### src/rtl/dpi_seq_pkg.sv
// Shared types and defaults for the DPI stream sequencer and its stream table.
// Latency: n/a (types and constants only).
// Backpressure: n/a.
package dpi_seq_pkg;

  localparam int NUM_REGEX_DEF = 16;
  localparam int SID_W_DEF     = 6;
  localparam int LOAD_GAP_DEF  = 2;
  localparam int DRAIN_CYC_DEF = 3;

  // Width of the shared gap/drain down-counter; LOAD_GAP and DRAIN_CYC must fit.
  localparam int CNT_W = 8;

  typedef enum logic [2:0] {
    ST_IDLE,
    ST_LOAD,
    ST_GAP,
    ST_STREAM,
    ST_DRAIN,
    ST_EOP,
    ST_RESULT
  } seq_state_t;

  // Increment that sticks at all-ones instead of wrapping.
  function automatic logic [15:0] sat_inc16(input logic [15:0] v);
    return (v == 16'hFFFF) ? v : v + 16'd1;
  endfunction

endpackage

### src/rtl/dpi_stream_table.sv
// Per-stream table: one "seen" flag and one regex enable mask per stream id.
// Latency: combinational read, updates take effect the cycle after the write.
// Backpressure: none; every set/clear/cfg request is applied unconditionally.
//
// Ports:
//   clk, rst            clock, asynchronous active-high reset (seen=0, masks=all 1s)
//   rd_sid              lookup stream id
//   rd_seen, rd_mask    combinational lookup result for rd_sid
//   set_seen            mark rd_sid as seen
//   clear_all           forget every seen flag (set_seen on the same cycle still wins for rd_sid)
//   cfg_we/sid/mask     write the enable mask of cfg_sid
module dpi_stream_table
  import dpi_seq_pkg::*;
#(
  parameter int SID_W     = SID_W_DEF,
  parameter int NUM_REGEX = NUM_REGEX_DEF
) (
  input  logic                 clk,
  input  logic                 rst,
  input  logic [SID_W-1:0]     rd_sid,
  output logic                 rd_seen,
  output logic [NUM_REGEX-1:0] rd_mask,
  input  logic                 set_seen,
  input  logic                 clear_all,
  input  logic                 cfg_we,
  input  logic [SID_W-1:0]     cfg_sid,
  input  logic [NUM_REGEX-1:0] cfg_mask
);

  localparam int DEPTH = 1 << SID_W;

  logic [DEPTH-1:0]     seen_q, seen_d;
  logic [NUM_REGEX-1:0] mask_q [DEPTH];
  logic [NUM_REGEX-1:0] mask_d [DEPTH];

  assign rd_seen = seen_q[rd_sid];
  assign rd_mask = mask_q[rd_sid];

  always_comb begin
    seen_d = clear_all ? '0 : seen_q;
    // The stream being loaded stays marked even when a clear lands on the same cycle.
    if (set_seen) begin
      seen_d[rd_sid] = 1'b1;
    end
    for (int i = 0; i < DEPTH; i++) begin
      mask_d[i] = (cfg_we && (cfg_sid == SID_W'(i))) ? cfg_mask : mask_q[i];
    end
  end

  always_ff @(posedge clk or posedge rst) begin
    if (rst) begin
      seen_q <= '0;
      for (int i = 0; i < DEPTH; i++) begin
        mask_q[i] <= '1;
      end
    end else begin
      seen_q <= seen_d;
      for (int i = 0; i < DEPTH; i++) begin
        mask_q[i] <= mask_d[i];
      end
    end
  end

endmodule

### src/rtl/dpi_stream_sequencer.sv
// Packet sequencer driving the shared matcher-wrapper bus and collecting one fired record per packet.
// Latency: sop sampled -> LOAD next cycle; LOAD -> res_valid is LOAD_GAP+DRAIN_CYC+2+packet_len cycles.
// Backpressure: in_ready low outside IDLE(non-sop)/STREAM; a stalled result (res_ready low) holds off the next sop.
//
// Ports:
//   clk, rst                          clock, asynchronous active-high reset (aborts any packet)
//   in_valid/in_ready/in_data         input byte stream, in_sop/in_eop frame it, in_sid valid on sop
//   cfg_we/cfg_sid/cfg_mask           per-stream regex enable mask write
//   stream_clear                      forget all seen stream ids
//   load_state/new_stream_id/stream_id/char_in/char_in_vld/eop/enable   wrapper bus
//   fired                             wrapper match vector
//   res_valid/res_ready/res_sid/res_fired   per-packet result record
//   pkt_count (wraps), drop_count (saturates)
module dpi_stream_sequencer
  import dpi_seq_pkg::*;
#(
  parameter int NUM_REGEX = NUM_REGEX_DEF,
  parameter int SID_W     = SID_W_DEF,
  parameter int LOAD_GAP  = LOAD_GAP_DEF,
  parameter int DRAIN_CYC = DRAIN_CYC_DEF
) (
  input  logic                 clk,
  input  logic                 rst,
  input  logic                 in_valid,
  output logic                 in_ready,
  input  logic [7:0]           in_data,
  input  logic                 in_sop,
  input  logic                 in_eop,
  input  logic [SID_W-1:0]     in_sid,
  input  logic                 cfg_we,
  input  logic [SID_W-1:0]     cfg_sid,
  input  logic [NUM_REGEX-1:0] cfg_mask,
  input  logic                 stream_clear,
  output logic                 load_state,
  output logic                 new_stream_id,
  output logic [SID_W-1:0]     stream_id,
  output logic [7:0]           char_in,
  output logic                 char_in_vld,
  output logic                 eop,
  output logic [NUM_REGEX-1:0] enable,
  input  logic [NUM_REGEX-1:0] fired,
  output logic                 res_valid,
  input  logic                 res_ready,
  output logic [SID_W-1:0]     res_sid,
  output logic [NUM_REGEX-1:0] res_fired,
  output logic [15:0]          pkt_count,
  output logic [15:0]          drop_count
);

  seq_state_t           state_q, state_d;
  logic [CNT_W-1:0]     cnt_q, cnt_d;
  logic [SID_W-1:0]     sid_q, sid_d;
  logic [NUM_REGEX-1:0] enable_q, enable_d;
  logic [SID_W-1:0]     res_sid_q, res_sid_d;
  logic [NUM_REGEX-1:0] res_fired_q, res_fired_d;
  logic [15:0]          pkt_count_q, pkt_count_d;
  logic [15:0]          drop_count_q, drop_count_d;

  logic                 in_ready_c;
  logic                 tbl_seen;
  logic [NUM_REGEX-1:0] tbl_mask;
  logic                 tbl_set_seen;

  dpi_stream_table #(
    .SID_W     (SID_W),
    .NUM_REGEX (NUM_REGEX)
  ) u_table (
    .clk       (clk),
    .rst       (rst),
    .rd_sid    (sid_q),
    .rd_seen   (tbl_seen),
    .rd_mask   (tbl_mask),
    .set_seen  (tbl_set_seen),
    .clear_all (stream_clear),
    .cfg_we    (cfg_we),
    .cfg_sid   (cfg_sid),
    .cfg_mask  (cfg_mask)
  );

  always_comb begin
    state_d       = state_q;
    cnt_d         = cnt_q;
    sid_d         = sid_q;
    enable_d      = enable_q;
    res_sid_d     = res_sid_q;
    res_fired_d   = res_fired_q;
    pkt_count_d   = pkt_count_q;
    drop_count_d  = drop_count_q;
    in_ready_c    = 1'b0;
    load_state    = 1'b0;
    new_stream_id = 1'b0;
    char_in       = 8'h00;
    char_in_vld   = 1'b0;
    eop           = 1'b0;
    res_valid     = 1'b0;
    tbl_set_seen  = 1'b0;

    case (state_q)
      ST_IDLE: begin
        // The sop byte is only peeked here; it is consumed later in STREAM.
        in_ready_c = ~in_sop;
        if (in_valid) begin
          if (in_sop) begin
            sid_d   = in_sid;
            state_d = ST_LOAD;
          end else begin
            drop_count_d = sat_inc16(drop_count_q);
          end
        end
      end

      ST_LOAD: begin
        load_state    = 1'b1;
        // Table read is pre-update, so a clear or cfg write this cycle only affects later packets.
        new_stream_id = ~tbl_seen;
        tbl_set_seen  = 1'b1;
        enable_d      = tbl_mask;
        if (LOAD_GAP == 0) begin
          state_d = ST_STREAM;
        end else begin
          cnt_d   = CNT_W'(LOAD_GAP - 1);
          state_d = ST_GAP;
        end
      end

      ST_GAP: begin
        if (cnt_q == '0) begin
          state_d = ST_STREAM;
        end else begin
          cnt_d = cnt_q - 1'b1;
        end
      end

      ST_STREAM: begin
        in_ready_c  = 1'b1;
        char_in     = in_data;
        char_in_vld = in_valid;
        // A repeated sop mid-packet is just data; only eop ends the stream.
        if (in_valid && in_eop) begin
          if (DRAIN_CYC == 0) begin
            state_d = ST_EOP;
          end else begin
            cnt_d   = CNT_W'(DRAIN_CYC - 1);
            state_d = ST_DRAIN;
          end
        end
      end

      ST_DRAIN: begin
        if (cnt_q == '0) begin
          state_d = ST_EOP;
        end else begin
          cnt_d = cnt_q - 1'b1;
        end
      end

      ST_EOP: begin
        eop         = 1'b1;
        res_fired_d = fired & enable_q;
        res_sid_d   = sid_q;
        pkt_count_d = pkt_count_q + 16'd1;
        state_d     = ST_RESULT;
      end

      ST_RESULT: begin
        res_valid = 1'b1;
        if (res_ready) begin
          state_d = ST_IDLE;
        end
      end

      default: begin
        state_d = ST_IDLE;
      end
    endcase
  end

  always_ff @(posedge clk or posedge rst) begin
    if (rst) begin
      state_q      <= ST_IDLE;
      cnt_q        <= '0;
      sid_q        <= '0;
      enable_q     <= '0;
      res_sid_q    <= '0;
      res_fired_q  <= '0;
      pkt_count_q  <= '0;
      drop_count_q <= '0;
    end else begin
      state_q      <= state_d;
      cnt_q        <= cnt_d;
      sid_q        <= sid_d;
      enable_q     <= enable_d;
      res_sid_q    <= res_sid_d;
      res_fired_q  <= res_fired_d;
      pkt_count_q  <= pkt_count_d;
      drop_count_q <= drop_count_d;
    end
  end

  // Nothing is accepted while reset is held, even though IDLE would otherwise take non-sop bytes.
  assign in_ready = in_ready_c & ~rst;
  // During LOAD the wrappers see the mask being latched, so enable is valid from the load_state cycle on.
  assign enable     = (state_q == ST_LOAD) ? tbl_mask : enable_q;
  assign stream_id  = sid_q;
  assign res_sid    = res_sid_q;
  assign res_fired  = res_fired_q;
  assign pkt_count  = pkt_count_q;
  assign drop_count = drop_count_q;

endmodule

### config.mk
export PLATFORM = sky130hd
export DESIGN_NAME = dpi_stream_sequencer
export DESIGN_NICKNAME = d
export VERILOG_FILES = /design/src/rtl/dpi_seq_pkg.sv /design/src/rtl/dpi_stream_table.sv /design/src/rtl/dpi_stream_sequencer.sv
export SDC_FILE = /design/constraint.sdc
export NUM_CORES = 2
export LEC_CHECK = 0
export ABC_AREA = 1
export CORE_MARGIN = 1
export CORE_UTILIZATION = 45
export CTS_CLUSTER_SIZE = 16
export DETAILED_ROUTE_END_ITERATION = 7
export GPL_TIMING_DRIVEN = 0
export HOLD_SLACK_MARGIN = 0.1
export PLACE_DENSITY_LB_ADDON = 0.2
export SYNTH_ARGS = -nofsm -noshare
export SYNTH_HDL_FRONTEND = slang
export SYNTH_SLANG_ARGS = --single-unit
### constraint.sdc
create_clock -name clk -period 92 [get_ports clk]
set_input_delay 9.2 -clock clk [delete_from_list [all_inputs] [get_ports clk]]
set_output_delay 9.2 -clock clk [all_outputs]
set_load 0.05 [all_outputs]
# Word level (Yosys, flattened, before mapping)
# Cells that the tools add are included.
[op_classes]
add_sub_neg = 3
multipliers = 0
div = 0
order_cmp = 3
n_eq_ne = 77
shift = 0
n_mux = 27
bitwise = 8
n_reduce_logical = 75
[op_table]
columns = ["cell", "count"]
rows = [
  ["$eq A6 B6 Y1 const B", 32],
  ["$mux W64", 2],
  ["$bmux W16 S6", 1],
  ["$eq A6 B5 Y1 const B", 16],
  ["$logic_and A1 B1 Y1", 66],
  ["$or A64 B64 Y64", 1],
  ["$eq A6 B4 Y1 const B", 8],
  ["$mux W16", 3],
  ["$add A16 B1 Y16 const B", 2],
  ["$eq A6 B3 Y1 const B", 4],
  ["$mux W8", 3],
  ["$pmux W8 S3", 1],
  ["$pmux W3 S7", 1],
  ["$mux W3", 6],
  ["$and A16 B16 Y16", 1],
  ["$eq A16 B16 Y1 const B", 1],
  ["$ne A2 B2 Y1 const B", 7],
  ["$eq A6 B2 Y1 const B", 2],
  ["$eq A3 B3 Y1 const B", 3],
  ["$logic_not A8 Y1", 1],
  ["$sub A8 B1 Y8 const B", 1],
  ["$ge A7 B7 Y1 const B", 1],
  ["$lt A6 B7 Y1 const B", 1],
  ["$mux W1", 7],
  ["17 further kinds", 22],
]
[totals]
register_bits = 1175
latch_bits = 0
mem_bits_rw = 0
rom_bits = 0
inputBits = 60
n_memories = 0

# Depth between registers and ports, before layout
[depth]
ltp_word = 6
mapped_depth = 14

# Hierarchy
# A second synthesis with hierarchy kept.
[hier_totals]
cells_unflattened = 7574
hier_area_um2 = 57806.7
[modules_own_cells]
columns = ["module", "n_inst", "cells_per_inst", "area_each_um2", "seq_area_each_um2"]
rows = [
  ["dpi_stream_table", 1, 6997, 53383.7, 28507.3],
  ["dpi_stream_sequencer", 1, 577, 4423.0, 2177.1],
]

# Worst setup path before layout
# No wires, ideal clock.
[synth_timing]
path_kind = "input to output"
from = "input in_sop"
to = "output in_ready"
arrival_time_ns = 10.199
t_required_ns = 82.800
slack_ns = 72.601
cell_stages = 2
path_buffers = 0
cell_sequence = "or2_1 a21oi_1"
[synth_via]
elab_chain_cells = 3
[synth_lines]
columns = ["element", "line", "text"]
rows = [
  ["from (decl)", "dpi_stream_sequencer.sv:27", "input logic in_sop,"],
  ["$not A1 Y1 (no line)", "--", ""],
  ["$pmux W1 S2", "dpi_stream_sequencer.sv:98", "case (state_q)"],
  ["$and A1 B1 Y1", "dpi_stream_sequencer.sv:201", "assign in_ready = in_ready_c & ~rst;"],
  ["to (decl)", "dpi_stream_sequencer.sv:25", "output logic in_ready,"],
]
# No other way between the ends.

# Final worst setup path
# Ends and elaborated chain as after synthesis.

==> results.md <==
- Hold Vio Cnt, Final: 0
- Row count: between 100 and 150
- Hpwl dp: roughly 160,000 um
- TNS Setup: 0 ns
- HP Class: register to register
- Synth top area cells: dfstp_2, nand2_1, o21ai_0
- Multi-input gate area: 20,600 um^2
- Slew at the pin closest to its max-slew limit: 1.482 ns
- IR drop worst, VDD: between 20 and 25 uV
- Clock Latency Late Sink: roughly 0.79 ns
- Die width: around 360 um
- Antenna-violating nets left: 0
- Fin. max-slew vios: 0
- Largest net degree at the start of global routing: 129
- Static Leak: roughly 29 nW
- First-pass GRT wire length: 328,600 um
- Final wirelength: 226,300 um
- CTS Sinks: approximately 1,200
- CTS resizes: 0
- Ports: 150
- Initial core utilization: between 40 and 50%
- Endpoint type of the worst setup path: output pin
- GPL Wtd Cong: 1.064
- GRT Util Overall: a little over a third
- Setup WS post-layout: a little over 70 ns
- Synth Instances: between 7,000 and 8,000
- Post-CTS Setup Bufs: 0
- # nets final: approximately 7,600
- Seq/Total Area, Yosys: 53.74%
- Vias in the first global route: roughly 48,000
- Async S/R FF share, synth: 100.0%
- Per-cell routed wire length: around 24 um
- Initial antenna violation count: 15
- H-tree levels: 4
- Number of synthesized register bits: 1,175
- Count leader, synth: nand2_1
- Outcome: finished with violations
- Data arrival, critical path: about 11 ns
- Max-cap violations: 1
- First-pass detailed-route iteration total: 8
- Sequential Area: 30,680 um^2
- CTS Root Cell: clkbuf_16
- Number of hold buffers added after cts: 0
- Post-synth top cells: nand2_1, o21ai_0, dfstp_2
- Critical path peak fanout: 2
- Ys flop type: dfstp_2
- Post-synth top area share: 47.13%
- Fmax: between 50 and 60 MHz
- Power density over cell area: slightly above 20 nW/um^2
- Crit Path Class: input pin to output pin
- Setup slack at placement: between 70 and 80 ns
- GRT Residual Overflow: 0
- Clock skew: 0.02512 ns
- Final setup violating endpoints: 0
- Mean Syn Cell Area: 7.845 um^2
- Final Cell Area: about 65,000 um^2
- Synth Cell Area: 57,090 um^2
- Via density: 5.514
- Failing checks: max-capacitance violations
- Layout cells sized above 1: approximately 20%
- Tot Pwr: around 1.3 mW
- EDFF count, synth: 0
- Syn Nets: roughly 7,300
- Placed inst area: ~61,000 um^2
- Num CTS Buffers: 136
- Layout area overhead: 14.53%
- Yosys cell types: 37
- CTS tree: yes
- Leading area contributor after synthesis: dfstp_2
- CP Launch Type: input pin
- Synth warn: 0
- CP required: approximately 83 ns
- Die area: 128,300 um^2
- Slew margin rel.: less than 1%
- Core area: 125,700 um^2
- Fillers: approximately 12,000
- Final Critical Period: around 20 ns
- Worst-path clk slew: ~0.060 ns
- IO Port Bufs: around 150
- RSZ-0062 raised after global routing: no
- Final period utilization: 21.74%
- 1st-iter DRT viols: 6,247
- DRC Markers: 0
- Total number of vias: between 50,000 and 60,000
- Die outline height: roughly 360 um
- Clock Path Buffers: 3
area by class of cell:
type | count | area share [%]
well taps | 1650 | 3.157
clock inverters | 31 | 0.4401
plain buffers | 505 | 3.381
repair buffers | 158 | 2.687
clock buffers | 215 | 6.357
multi-input cells | 4639 | 31.50
diodes | 8 | 0.03062
inverters | 959 | 5.517
flip-flops and latches | 1175 | 46.93
registers in the layout (all words and copies together), names as in the netlist:
register / flops
u_table.seen_q: 64
drop_count: 16
res_sid: 6
u_table.mask_q: 1024
stream_id: 6
state_q: 3
pkt_count: 16
res_fired: 16
cnt_q: 8
enable_q: 16
routing by layer:
layer / share of wire [%] / vias up / track usage, %
li1: - / 23310 / -
met4: 6.0 / 6 / 19.38
met1: 41 / 25150 / 47.08
met3: 9.6 / 552 / 7.604
met2: 44 / 2478 / 53.65
met5: 0.018 / - / 0
logic make-up (layout without fill, tap and decap cells):
logic type	after synthesis	count (layout)	share of synthesized area, %
AOI/OAI and AO/OA	1405	1405	12.91
xor gates and xnor gates	34	34	0.5216
adders and majority gates	4	4	0.08766
buffers and inverters	1464	1868	10.18
DFF	1175	1175	53.74
other	0	8	0
and+or+nand+nor	3196	3196	22.55
stage by stage:
stage               hold slack [ns]  instances  util, %
floorplan                    0.4511       7278        -
global placement             0.4581       9076    48.23
detailed placement           0.4642       9086    48.45
CTS                          0.4731       9332    51.99
global route                 0.4792       9332    51.99
finish                       0.4718       9340    52.00
worst paths after layout:
check,from,cells after the start,slack (ns),to
worst max-delay path,in_sop,4,72.00,in_ready
worst min register to register,u_table.mask_q[971],2,0.47,u_table.mask_q[971]
min in group asynchronous,rst,2,9.05,drop_count[13]
max in group asynchronous,rst,6,80.35,u_table.mask_q[679]
worst min-delay path,u_table.mask_q[971],2,0.47,u_table.mask_q[971]
worst max register to register,stream_id[2],10,87.94,enable_q[15]
power breakdown:
group | switching [mW] | internal, mW
Sequential | 0.0318 | 0.621
Clock | 0.229 | 0.319
Combinational | 0.0888 | 0.0444
Total | 0.349 | 0.984
cells in the final DEF, fill, tap and decap left out, types with 5 or more instances in the layout:
cell and n:
inv_2 16, or2_1 12, inv_6 5, nor3_4 5
clkbuf_16 141, dfstp_2 1024, nand4_1 9, o211ai_1 97
diode_2 8, clkinv_2 18, nor2_1 280, nor2_2 10
clkbuf_1 375, dfrtp_1 151, nand3_1 414, nand2_1 2391
xor2_1 18, xnor2_1 16, a21oi_1 31, buf_4 31
o21ai_1 150, buf_2 128, o22ai_1 61, or2_2 58
buf_6 5, clkdlybuf4s50_1 148, buf_16 10, clkbuf_8 35
o21ai_0 1060, inv_1 941
critical path: stages:
cell,delay (ns)
clkdlybuf4s50_1,0.41
or2_1,0.25
a21oi_1,0.12
clkdlybuf4s50_1,0.81
Power figures use the tool's default switching activity.
